==> config.mk <==
export PLATFORM = sky130hd
export DESIGN_NAME = alu_sequencer
export DESIGN_NICKNAME = d
export VERILOG_FILES = /design/src/rtl/alu_pkg.sv /design/src/rtl/booth_div_core.sv /design/src/rtl/alu_sequencer.sv
export SDC_FILE = /design/constraint.sdc
export NUM_CORES = 2
export LEC_CHECK = 0
export CAP_MARGIN = 20
export CORE_UTILIZATION = 39
export DETAILED_ROUTE_END_ITERATION = 16
export PLACE_DENSITY = 0.64
export SLEW_MARGIN = 20
export SYNTH_ARGS = -nofsm -noshare
export SYNTH_HDL_FRONTEND = slang
export SYNTH_SLANG_ARGS = --single-unit
==> constraint.sdc <==
create_clock -name clock -period 21.9 [get_ports clock]
set_input_delay 2.19 -clock clock [delete_from_list [all_inputs] [get_ports clock]]
set_output_delay 2.19 -clock clock [all_outputs]
set_load 0.01 [all_outputs]
==> src/rtl/alu_pkg.sv <==
// Shared definitions for the ALU and its control unit: opcodes, strobe bit
// positions, sequencer states and the iterative core's operating mode.
package alu_pkg;

   localparam logic [4:0] OP_ADD  = 5'b00011;
   localparam logic [4:0] OP_SUB  = 5'b00100;
   localparam logic [4:0] OP_SHR  = 5'b00101;
   localparam logic [4:0] OP_SHRA = 5'b00110;
   localparam logic [4:0] OP_SHL  = 5'b00111;
   localparam logic [4:0] OP_ROR  = 5'b01000;
   localparam logic [4:0] OP_ROL  = 5'b01001;
   localparam logic [4:0] OP_AND  = 5'b01010;
   localparam logic [4:0] OP_OR   = 5'b01011;
   localparam logic [4:0] OP_MUL  = 5'b01111;
   localparam logic [4:0] OP_DIV  = 5'b10000;
   localparam logic [4:0] OP_NEG  = 5'b10001;
   localparam logic [4:0] OP_NOT  = 5'b10010;

   localparam int STROBE_W = 13;
   localparam int STB_ADD  = 0;
   localparam int STB_SUB  = 1;
   localparam int STB_SHR  = 2;
   localparam int STB_SHRA = 3;
   localparam int STB_SHL  = 4;
   localparam int STB_ROR  = 5;
   localparam int STB_ROL  = 6;
   localparam int STB_AND  = 7;
   localparam int STB_OR   = 8;
   localparam int STB_MUL  = 9;
   localparam int STB_DIV  = 10;
   localparam int STB_NEG  = 11;
   localparam int STB_NOT  = 12;

   typedef enum logic [2:0] {
      ST_IDLE,
      ST_ISSUE,
      ST_MUL_RUN,
      ST_DIV_RUN,
      ST_DIV_FIX,
      ST_DONE
   } state_t;

   typedef enum logic {
      CORE_MUL,
      CORE_DIV
   } coreMode_t;

   // Only ops handed to the combinational ALU get a strobe; MUL/DIV run in-house.
   function automatic logic [STROBE_W-1:0] strobeFor(input logic [4:0] op);
      logic [STROBE_W-1:0] s;
      s = '0;
      case (op)
         OP_ADD:  s[STB_ADD]  = 1'b1;
         OP_SUB:  s[STB_SUB]  = 1'b1;
         OP_SHR:  s[STB_SHR]  = 1'b1;
         OP_SHRA: s[STB_SHRA] = 1'b1;
         OP_SHL:  s[STB_SHL]  = 1'b1;
         OP_ROR:  s[STB_ROR]  = 1'b1;
         OP_ROL:  s[STB_ROL]  = 1'b1;
         OP_AND:  s[STB_AND]  = 1'b1;
         OP_OR:   s[STB_OR]   = 1'b1;
         OP_NEG:  s[STB_NEG]  = 1'b1;
         OP_NOT:  s[STB_NOT]  = 1'b1;
         default: s = '0;
      endcase
      return s;
   endfunction

   function automatic logic isSimple(input logic [4:0] op);
      return |strobeFor(op);
   endfunction

endpackage

==> src/rtl/booth_div_core.sv <==
// Iterative datapath: radix-4 Booth multiply and signed non-restoring divide.
// Holds accumulator, partial remainder and iteration counter; no handshake.
module booth_div_core
   import alu_pkg::*;
#(
   parameter int WIDTH = 32
) (
   input  logic             clock,
   input  logic             clear,
   input  logic             i_start,
   input  coreMode_t        i_mode,
   input  logic             i_step,
   input  logic [WIDTH-1:0] i_opA,
   input  logic [WIDTH-1:0] i_opB,
   output logic             o_lastIter,
   output logic [WIDTH-1:0] o_hi,
   output logic [WIDTH-1:0] o_lo
);

   localparam int CW = $clog2(WIDTH);
   localparam logic [CW-1:0] MUL_LAST = CW'(WIDTH / 2 - 1);
   localparam logic [CW-1:0] DIV_LAST = CW'(WIDTH - 1);

   coreMode_t          r_mode;
   logic [CW-1:0]      r_count;
   logic [2*WIDTH-1:0] r_acc;
   logic [2*WIDTH-1:0] r_mcand;
   logic [WIDTH:0]     r_mplier;
   logic [WIDTH:0]     r_rem;
   logic [WIDTH-1:0]   r_quo;
   logic [WIDTH-1:0]   r_divisor;
   logic               r_negQ;
   logic               r_negR;

   logic [WIDTH-1:0]   w_magA;
   logic [WIDTH-1:0]   w_magB;
   logic [2*WIDTH-1:0] w_partial;
   logic [2*WIDTH-1:0] w_accNext;
   logic [WIDTH:0]     w_remShift;
   logic [WIDTH:0]     w_remNext;
   logic [WIDTH-1:0]   w_quoNext;
   logic [WIDTH:0]     w_remFix;
   logic [WIDTH-1:0]   w_quoSigned;
   logic [WIDTH-1:0]   w_remSigned;

   assign w_magA = i_opA[WIDTH-1] ? -i_opA : i_opA;
   assign w_magB = i_opB[WIDTH-1] ? -i_opB : i_opB;

   // Booth digit from the low triplet; the multiplicand is pre-shifted each step.
   always_comb begin
      w_partial = '0;
      case (r_mplier[2:0])
         3'b001, 3'b010: w_partial = r_mcand;
         3'b011:         w_partial = r_mcand << 1;
         3'b100:         w_partial = -(r_mcand << 1);
         3'b101, 3'b110: w_partial = -r_mcand;
         default:        w_partial = '0;
      endcase
   end

   assign w_accNext = r_acc + w_partial;

   assign w_remShift = {r_rem[WIDTH-1:0], r_quo[WIDTH-1]};
   assign w_remNext  = r_rem[WIDTH] ? w_remShift + {1'b0, r_divisor}
                                    : w_remShift - {1'b0, r_divisor};
   assign w_quoNext  = {r_quo[WIDTH-2:0], ~w_remNext[WIDTH]};

   // Final correction and sign restoration: truncating quotient, dividend-signed remainder.
   assign w_remFix    = r_rem[WIDTH] ? r_rem + {1'b0, r_divisor} : r_rem;
   assign w_quoSigned = r_negQ ? -r_quo : r_quo;
   assign w_remSigned = r_negR ? -w_remFix[WIDTH-1:0] : w_remFix[WIDTH-1:0];

   assign o_lastIter = (r_count == ((r_mode == CORE_MUL) ? MUL_LAST : DIV_LAST));
   assign o_hi = (r_mode == CORE_MUL) ? w_accNext[2*WIDTH-1:WIDTH] : w_remSigned;
   assign o_lo = (r_mode == CORE_MUL) ? w_accNext[WIDTH-1:0]       : w_quoSigned;

   always_ff @(posedge clock or posedge clear) begin
      if (clear) begin
         r_mode    <= CORE_MUL;
         r_count   <= '0;
         r_acc     <= '0;
         r_mcand   <= '0;
         r_mplier  <= '0;
         r_rem     <= '0;
         r_quo     <= '0;
         r_divisor <= '0;
         r_negQ    <= 1'b0;
         r_negR    <= 1'b0;
      end else if (i_start) begin
         r_mode    <= i_mode;
         r_count   <= '0;
         r_acc     <= '0;
         r_mcand   <= {{WIDTH{i_opA[WIDTH-1]}}, i_opA};
         r_mplier  <= {i_opB, 1'b0};
         r_rem     <= '0;
         r_quo     <= w_magA;
         r_divisor <= w_magB;
         r_negQ    <= i_opA[WIDTH-1] ^ i_opB[WIDTH-1];
         r_negR    <= i_opA[WIDTH-1];
      end else if (i_step) begin
         r_count <= r_count + CW'(1);
         if (r_mode == CORE_MUL) begin
            r_acc    <= w_accNext;
            r_mcand  <= r_mcand << 2;
            r_mplier <= {2'b00, r_mplier[WIDTH:2]};
         end else begin
            r_rem <= w_remNext;
            r_quo <= w_quoNext;
         end
      end
   end

endmodule

==> src/rtl/alu_sequencer.sv <==
// Multi-cycle ALU front end: start/done handshake, one-hot ALU strobe for
// simple ops, iterative MUL/DIV via booth_div_core, results into HI/LO.
module alu_sequencer
   import alu_pkg::*;
#(
   parameter int WIDTH = 32
) (
   input  logic                clock,
   input  logic                clear,
   input  logic                start,
   input  logic [4:0]          opcode,
   input  logic [WIDTH-1:0]    opA,
   input  logic [WIDTH-1:0]    opB,
   output logic [STROBE_W-1:0] alu_strobe,
   input  logic [WIDTH-1:0]    alu_clow,
   output logic                busy,
   output logic                done,
   output logic                error,
   output logic [WIDTH-1:0]    HI,
   output logic [WIDTH-1:0]    LO
);

   state_t           r_state;
   state_t           w_nextState;
   logic [4:0]       r_opcode;
   logic             r_error;
   logic [WIDTH-1:0] r_hi;
   logic [WIDTH-1:0] r_lo;

   logic             w_isMul;
   logic             w_isDiv;
   logic             w_divZero;
   logic             w_simple;
   logic             w_illegal;
   logic             w_coreStart;
   logic             w_step;
   logic             w_lastIter;
   logic [WIDTH-1:0] w_coreHi;
   logic [WIDTH-1:0] w_coreLo;

   assign w_isMul     = (opcode == OP_MUL);
   assign w_isDiv     = (opcode == OP_DIV);
   assign w_divZero   = w_isDiv && (opB == '0);
   assign w_simple    = isSimple(opcode);
   assign w_illegal   = !(w_simple || w_isMul || w_isDiv);
   assign w_coreStart = (r_state == ST_IDLE) && start && (w_isMul || (w_isDiv && !w_divZero));
   assign w_step      = (r_state == ST_MUL_RUN) || (r_state == ST_DIV_RUN);

   booth_div_core #(.WIDTH(WIDTH)) u_core (
      .clock      (clock),
      .clear      (clear),
      .i_start    (w_coreStart),
      .i_mode     (w_isDiv ? CORE_DIV : CORE_MUL),
      .i_step     (w_step),
      .i_opA      (opA),
      .i_opB      (opB),
      .o_lastIter (w_lastIter),
      .o_hi       (w_coreHi),
      .o_lo       (w_coreLo)
   );

   always_ff @(posedge clock or posedge clear) begin
      if (clear) begin
         r_state <= ST_IDLE;
      end else begin
         r_state <= w_nextState;
      end
   end

   always_comb begin
      w_nextState = r_state;
      alu_strobe  = '0;
      case (r_state)
         ST_IDLE: begin
            if (start) begin
               if (w_simple)                 w_nextState = ST_ISSUE;
               else if (w_isMul)             w_nextState = ST_MUL_RUN;
               else if (w_isDiv && !w_divZero) w_nextState = ST_DIV_RUN;
               else                          w_nextState = ST_DONE;
            end
         end
         ST_ISSUE: begin
            alu_strobe  = strobeFor(r_opcode);
            w_nextState = ST_DONE;
         end
         ST_MUL_RUN: if (w_lastIter) w_nextState = ST_DONE;
         ST_DIV_RUN: if (w_lastIter) w_nextState = ST_DIV_FIX;
         ST_DIV_FIX: w_nextState = ST_DONE;
         ST_DONE:    w_nextState = ST_IDLE;
         default:    w_nextState = ST_IDLE;
      endcase
   end

   // HI/LO are written only when an operation completes, so they hold between ops.
   always_ff @(posedge clock or posedge clear) begin
      if (clear) begin
         r_opcode <= '0;
         r_error  <= 1'b0;
         r_hi     <= '0;
         r_lo     <= '0;
      end else begin
         case (r_state)
            ST_IDLE: begin
               if (start) begin
                  r_opcode <= opcode;
                  r_error  <= w_illegal || w_divZero;
                  if (w_divZero) begin
                     r_hi <= opA;
                     r_lo <= '1;
                  end
               end
            end
            ST_ISSUE: r_lo <= alu_clow;
            ST_MUL_RUN: begin
               if (w_lastIter) begin
                  r_hi <= w_coreHi;
                  r_lo <= w_coreLo;
               end
            end
            ST_DIV_FIX: begin
               r_hi <= w_coreHi;
               r_lo <= w_coreLo;
            end
            default: ;
         endcase
      end
   end

   assign busy  = (r_state != ST_IDLE);
   assign done  = (r_state == ST_DONE);
   assign error = done && r_error;
   assign HI    = r_hi;
   assign LO    = r_lo;

endmodule
# ---- After elaboration in Yosys (flattened, before gate mapping)
# Cells that the tools add are included.
dict set report totals {
  input_bits 104
  reg_bits 339
  wordCells 164
}
dict set report classes {
  n_addsub 11
  n_bitwise 2
  n_eq_ne 41
  muxes 66
  n_reduce_logical 29
}
# cell count
set ops {}
lappend ops {{$mux 32} 16}
lappend ops {{$mux 64} 6}
lappend ops {{$pmux 64 s4} 1}
lappend ops {{$mux 33} 7}
lappend ops {{$neg 32->32} 4}
lappend ops {{$neg 64->64} 2}
lappend ops {{$pmux 32 s4} 1}
lappend ops {{$pmux 32 s3} 1}
lappend ops {{$add 64x64->64} 1}
lappend ops {{$eq 5x4->1 const B} 9}
lappend ops {{$eq 5x3->1 const B} 8}
lappend ops {{$add 33x32->33} 1}
lappend ops {{$sub 33x32->33} 1}
lappend ops {{$add 32x32->32} 1}
lappend ops {{$logic_not 32->1} 1}
lappend ops {{$eq 5x5->1 const B} 5}
lappend ops {{$mux 1} 23}
lappend ops {{$mux 3} 6}
lappend ops {{$eq 3x3->1 const B} 5}
lappend ops {{$mux 5} 3}
lappend ops {{$mux 13} 1}
lappend ops {{$eq 3x2->1 const B} 4}
lappend ops {{$pmux 3 s4} 1}
lappend ops {{$reduce_or 11->1} 1}
lappend ops {{19 further kinds} 40}

# ---- Depth between registers and ports, before layout
dict set report logic_depth {
  ltp_word 9
  mapped_depth 28
  mapped_depth_nobuf 26
}

# ---- Hierarchy
# A second synthesis with hierarchy kept.
dict set report hier_totals {
  hier_cells 3564
  area_unflattened_um2 29259.3
}
# mod cells_per_inst area_each_um2 seq_area_each_um2 instances
set by_module_without_submodules {}
lappend by_module_without_submodules {booth_div_core 3248 25249.2 6656.4 1}
lappend by_module_without_submodules {alu_sequencer 316 4010.1 1826.8 1}

# ---- Worst setup path before layout
# OpenSTA, ideal clock, no wires.
dict set report synth_timing {
  kind {register -> register}
  start {reg u_core.r_mcand[5]}
  end {reg r_hi[30] (netlist: HI[30])}
  setup_time_ns 0.082
  path_buffers 1
  synth_period_minus_slack_ns 5.905
  arrival_ns 5.823
  slack_ns 15.995
  stages_incl_launch_ff 25
  required_ns 21.818
  path_cell_list {dfrtp_1 > clkbuf_1 > or4_1 > or4_1 > or4_1 > nor2_1 > nand3_1 > nor3_1 > nand2_1 > xnor2_1 > a21oi_1 > a221oi_1 > a21oi_1 > ha_1 > a21o_1 > a21oi_1 > o211ai_1 > or3_1 > o211a_1 > a41oi_1 > o21ai_0 > a21oi_1 > xnor2_1 > mux2i_1 > o22ai_1}
}
dict set report synth_between {
  elab_chain_cells 6
  elab_cells_between_ends 7
  classes_between {3 x add/sub; 4 x mux}
}
# element line_no
set synth_rtl {}
lappend synth_rtl {{start: declaration} booth_div_core.sv:27} ;# logic [2*WIDTH-1:0] r_mcand;
lappend synth_rtl {{start signal: assignment} booth_div_core.sv:93} ;# r_mcand <= {{WIDTH{i_opA[WIDTH-1]}}, i_opA};
lappend synth_rtl {{start signal: assignment} booth_div_core.sv:104} ;# r_mcand <= r_mcand << 2;
lappend synth_rtl {{$neg 64->64 (on tied branches)} {booth_div_core.sv:56, booth_div_core.sv:55}}
lappend synth_rtl {{$pmux 64 s4 (*)} booth_div_core.sv:52} ;# case (r_mplier[2:0])
lappend synth_rtl {{$add 64x64->64 (*)} booth_div_core.sv:61} ;# assign w_accNext = r_acc + w_partial;
lappend synth_rtl {{$mux 32 (*)} booth_div_core.sv:74} ;# assign o_hi = (r_mode == CORE_MUL) ? w_accNext[2*WIDTH-1:WIDTH] : w_remSigned;
lappend synth_rtl {{$mux 32} alu_sequencer.sv:115} ;# if (w_lastIter) begin
lappend synth_rtl {{$pmux 32 s3 (*)} alu_sequencer.sv:102} ;# case (r_state)
lappend synth_rtl {{end signal: assignment} alu_sequencer.sv:108} ;# r_hi <= opA;
lappend synth_rtl {{end signal: assignment} alu_sequencer.sv:116} ;# r_hi <= w_coreHi;
lappend synth_rtl {{end signal: assignment} alu_sequencer.sv:121} ;# r_hi <= w_coreHi;
lappend synth_rtl {{end: declaration} alu_sequencer.sv:27} ;# logic [WIDTH-1:0] r_hi;
# Mark *: on every way between the ends. The rest lies on a longest branch, timed or not. The select of a mux whose other input is x is not followed.
# A chain may end at the register's enable or synchronous reset.

# ---- Worst setup path in the final report
dict set report layout_timing {
  start {reg u_core.r_mcand[14]}
  end {reg r_hi[30] (netlist: HI[30])}
}
# Same word-level chain as after synthesis.

==> key figures <==
CTS
  – H-Tree Depth: 2
  – Post-CTS Hold Fix Bufs: 0
  – CTS root buffer: clkbuf_16
  – PostCTS Resize Cnt: 0
  – CTS max path bufs: 3
  – CTS tree: built
  – Post-CTS Repair Setup Buffers: 0
  – Clock latency on the worst-skew pair: 0.62 ns
  – Clock sink count: 339
  – TritonCTS Buffers: 42
  – Reg clk slew, reported paths: 0.06 ns

Floorplan
  – I/O Pins: 184
  – Cell Rows: 99
  – CORE AREA: 73,210 um2
  – Die Span X: 274.4 um
  – DIE AREA: 75,300 um2
  – Die Ht: 274.4 um
  – Initial Util: 0.3953

Global routing
  – First-pass GRT wire length: 157.5 mm
  – Largest net degree at the start of global routing: 150
  – Tot GR Track Use: 0.2673
  – Gr ovfl total: 0
  – Initial antenna violation count: 2
  – Vias in the first global route: 26,378

Outcome
  – Failing checks: DRC
  – Status: finished with violations

Detailed routing
  – WL/cell: 21.92 um
  – Antenna Nets Post-Route: 0
  – DR vias/cell: 6.051
  – Drt drc: 12
  – DR iter-0 viols: 2,737
  – Pre-Repair DR Iteration Count: 12
  – Via count: 28,379
  – DRT Wirelength: 102.8 mm

Synth
  – Synth Area per Inst: 7.803 um2
  – Sequential area share after synthesis: 0.2931
  – Most common cell in the netlist: nand2_1
  – Post-synth top area share: 0.2931
  – Synth Register Bits: 339
  – Area leader, netlist: dfrtp_1
  – Ranking of synthesized cells by area: dfrtp_1, nand2_1, o21ai_0
  – Synthesized area: 28,940 um2
  – Post-synth EDFFs: 0
  – Top cells by count, synth: nand2_1, o21ai_0, dfrtp_1
  – YS warnings: 0
  – Post-Syn Instances: 3,709
  – Netlist cell types: 92
  – Async SR Flop Fraction: 1.000
  – Post-synth top flop: dfrtp_1

Cells and area
  – Layout cells sized above 1: 0.04799
  – Area grow syn2layout: 13.28%
  – Final net count: 3,937
  – Non-filler cells in the finished layout: 4,690

Timing
  – RSZ-0062 raised after global routing: false
  – FMAX: 0.1371 GHz
  – Tightest Pin Transition: 1.243 ns
  – Post-Route Setup TNS: 0 ns
  – Tmin final: 7.293 ns
  – Clock Skew: 0.04510 ns
  – Slew HR: 0.1607
  – Slew Limit Fails: 0
  – Period utilization: 0.3330
  – Hold Violations, Final: 0
  – # setup viols final: 0

Run
  – Maxcap violations: 0

Placement
  – GP Congestion: 0.9716
  – Placed Cells: 4,611
  – IO buf count: 181
  – DP HPWL: 75.02 mm

Worst setup path
  – Required @ worst endpoint: 22.40 ns
  – Setup Crit Path Kind: flop to flop
  – Crit path arrival time: 7.79 ns
  – Crit. End Element: flop
  – Startpoint types: flop
  – Max FO, Critical Path: 9

Worst hold path
  – Worst hold path class: flop to flop
registers in the layout (all words and copies together), names as in the netlist:
register          flops
r_opcode              5
r_error               1
u_core.r_count        5
u_core.r_negR         1
u_core.r_mcand       64
u_core.r_rem         33
LO                   32
HI                   32
r_state               3
u_core.r_negQ         1
u_core.r_acc         64
u_core.r_quo         32
u_core.r_mode         1
u_core.r_mplier      33
u_core.r_divisor     32
worst max-delay path: stages (launching register included):
cell and delay (ns):
dfrtp_1 0.49, nor4_1 0.56, nand4_1 0.43, nor2_1 0.46, nand2_1 0.14, or4_1 0.56, nor4_2 0.39, nand2_1 0.18
or3_1 0.37, nand2_1 0.10, xnor2_1 0.14, a221oi_1 0.12, a31oi_1 0.47, ha_1 0.41, a21oi_1 0.22, nand2_1 0.09
or3_1 0.36, o22a_1 0.20, o211a_1 0.16, a41oi_1 0.41, o21ai_0 0.17, a21oi_1 0.19, xnor2_1 0.18, mux2i_1 0.16
o22ai_1 0.20
routing by layer:
| layer | routed length (um) | up-vias | track usage |
|---|---|---|---|
| met2 | 47830 | 1011 | 0.4397 |
| li1 | - | 13488 | - |
| met4 | 4952 | 0 | 0.1222 |
| met5 | 0 | - | 0 |
| met3 | 6536 | 214 | 0.03503 |
| met1 | 43500 | 13666 | 0.3476 |
cell usage in the layout, fill, tap and decap left out, types with 55 or more instances in the layout:
| cell | count |
|---|---|
| nand2_1 | 556 |
| a22oi_1 | 80 |
| clkdlybuf4s50_1 | 181 |
| a31oi_1 | 68 |
| xnor2_1 | 171 |
| inv_1 | 57 |
| nor2_1 | 240 |
| a21o_1 | 74 |
| ha_1 | 133 |
| nand3_1 | 102 |
| o21ai_0 | 348 |
| or3_1 | 55 |
| nor3_1 | 79 |
| dfrtp_1 | 334 |
| a21oi_1 | 227 |
| xor2_1 | 161 |
cell families (layout without fill, tap and decap cells):
| group | after synthesis | count (layout) | share of synthesized area |
|---|---|---|---|
| AOI/OAI and AO/OA | 1217 | 1217 | 0.2719 |
| muxes | 58 | 58 | 0.02054 |
| adders and majority gates | 136 | 136 | 0.05957 |
| buffers and inverters | 337 | 357 | 0.04721 |
| xor gates and xnor gates | 333 | 333 | 0.1008 |
| DFF | 339 | 339 | 0.2931 |
| and+or+nand+nor | 1288 | 1288 | 0.2068 |
| other | 1 | 3 | 0.0001296 |
through the flow:
step           hold slack [ns]  setup WS, ns  instance area (um2)    util
5_1_grt                 0.4888         14.03                32790  0.4478
2_1_floorplan           0.4418         10.32                28950       -
3_5_place_dp            0.4636         14.30                31190  0.4261
6_report                0.4752         14.61                32790  0.4478
4_1_cts                 0.4770         14.75                32760  0.4475
3_3_place_gp            0.4597         14.40                31190  0.4261
worst paths after layout:
path	from	end	slack [ns]	depth (start not counted)
setup / recovery	u_core.r_mcand[14]$_DFFE_PP0P_	HI[30]$_DFFE_PP0P_	14.61	24
hold / removal	r_error$_DFFE_PP0P_	r_error$_DFFE_PP0P_	0.48	2
setup reg to reg	u_core.r_mcand[14]$_DFFE_PP0P_	HI[30]$_DFFE_PP0P_	14.61	24
hold reg to reg	r_error$_DFFE_PP0P_	r_error$_DFFE_PP0P_	0.48	2
max in group asynchronous	clear	u_core.r_mplier[4]$_DFFE_PP0P_	17.41	4
min in group asynchronous	clear	LO[9]$_DFFE_PP0P_	2.11	2
final cells by class:
cell class / count / area (um2)
sequential: 339 / 8492
multi-input combinational: 3034 / 19170
clock buffer: 54 / 1156
clock inverter: 23 / 407.9
fill: 7292 / 40420
inverter: 61 / 236.5
tap: 959 / 1200
antenna: 1 / 2.502
timing repair buffer: 219 / 2122
Power is not shown: default switching activity piles up to over one toggle a cycle in this logic, so the estimate is an artifact.
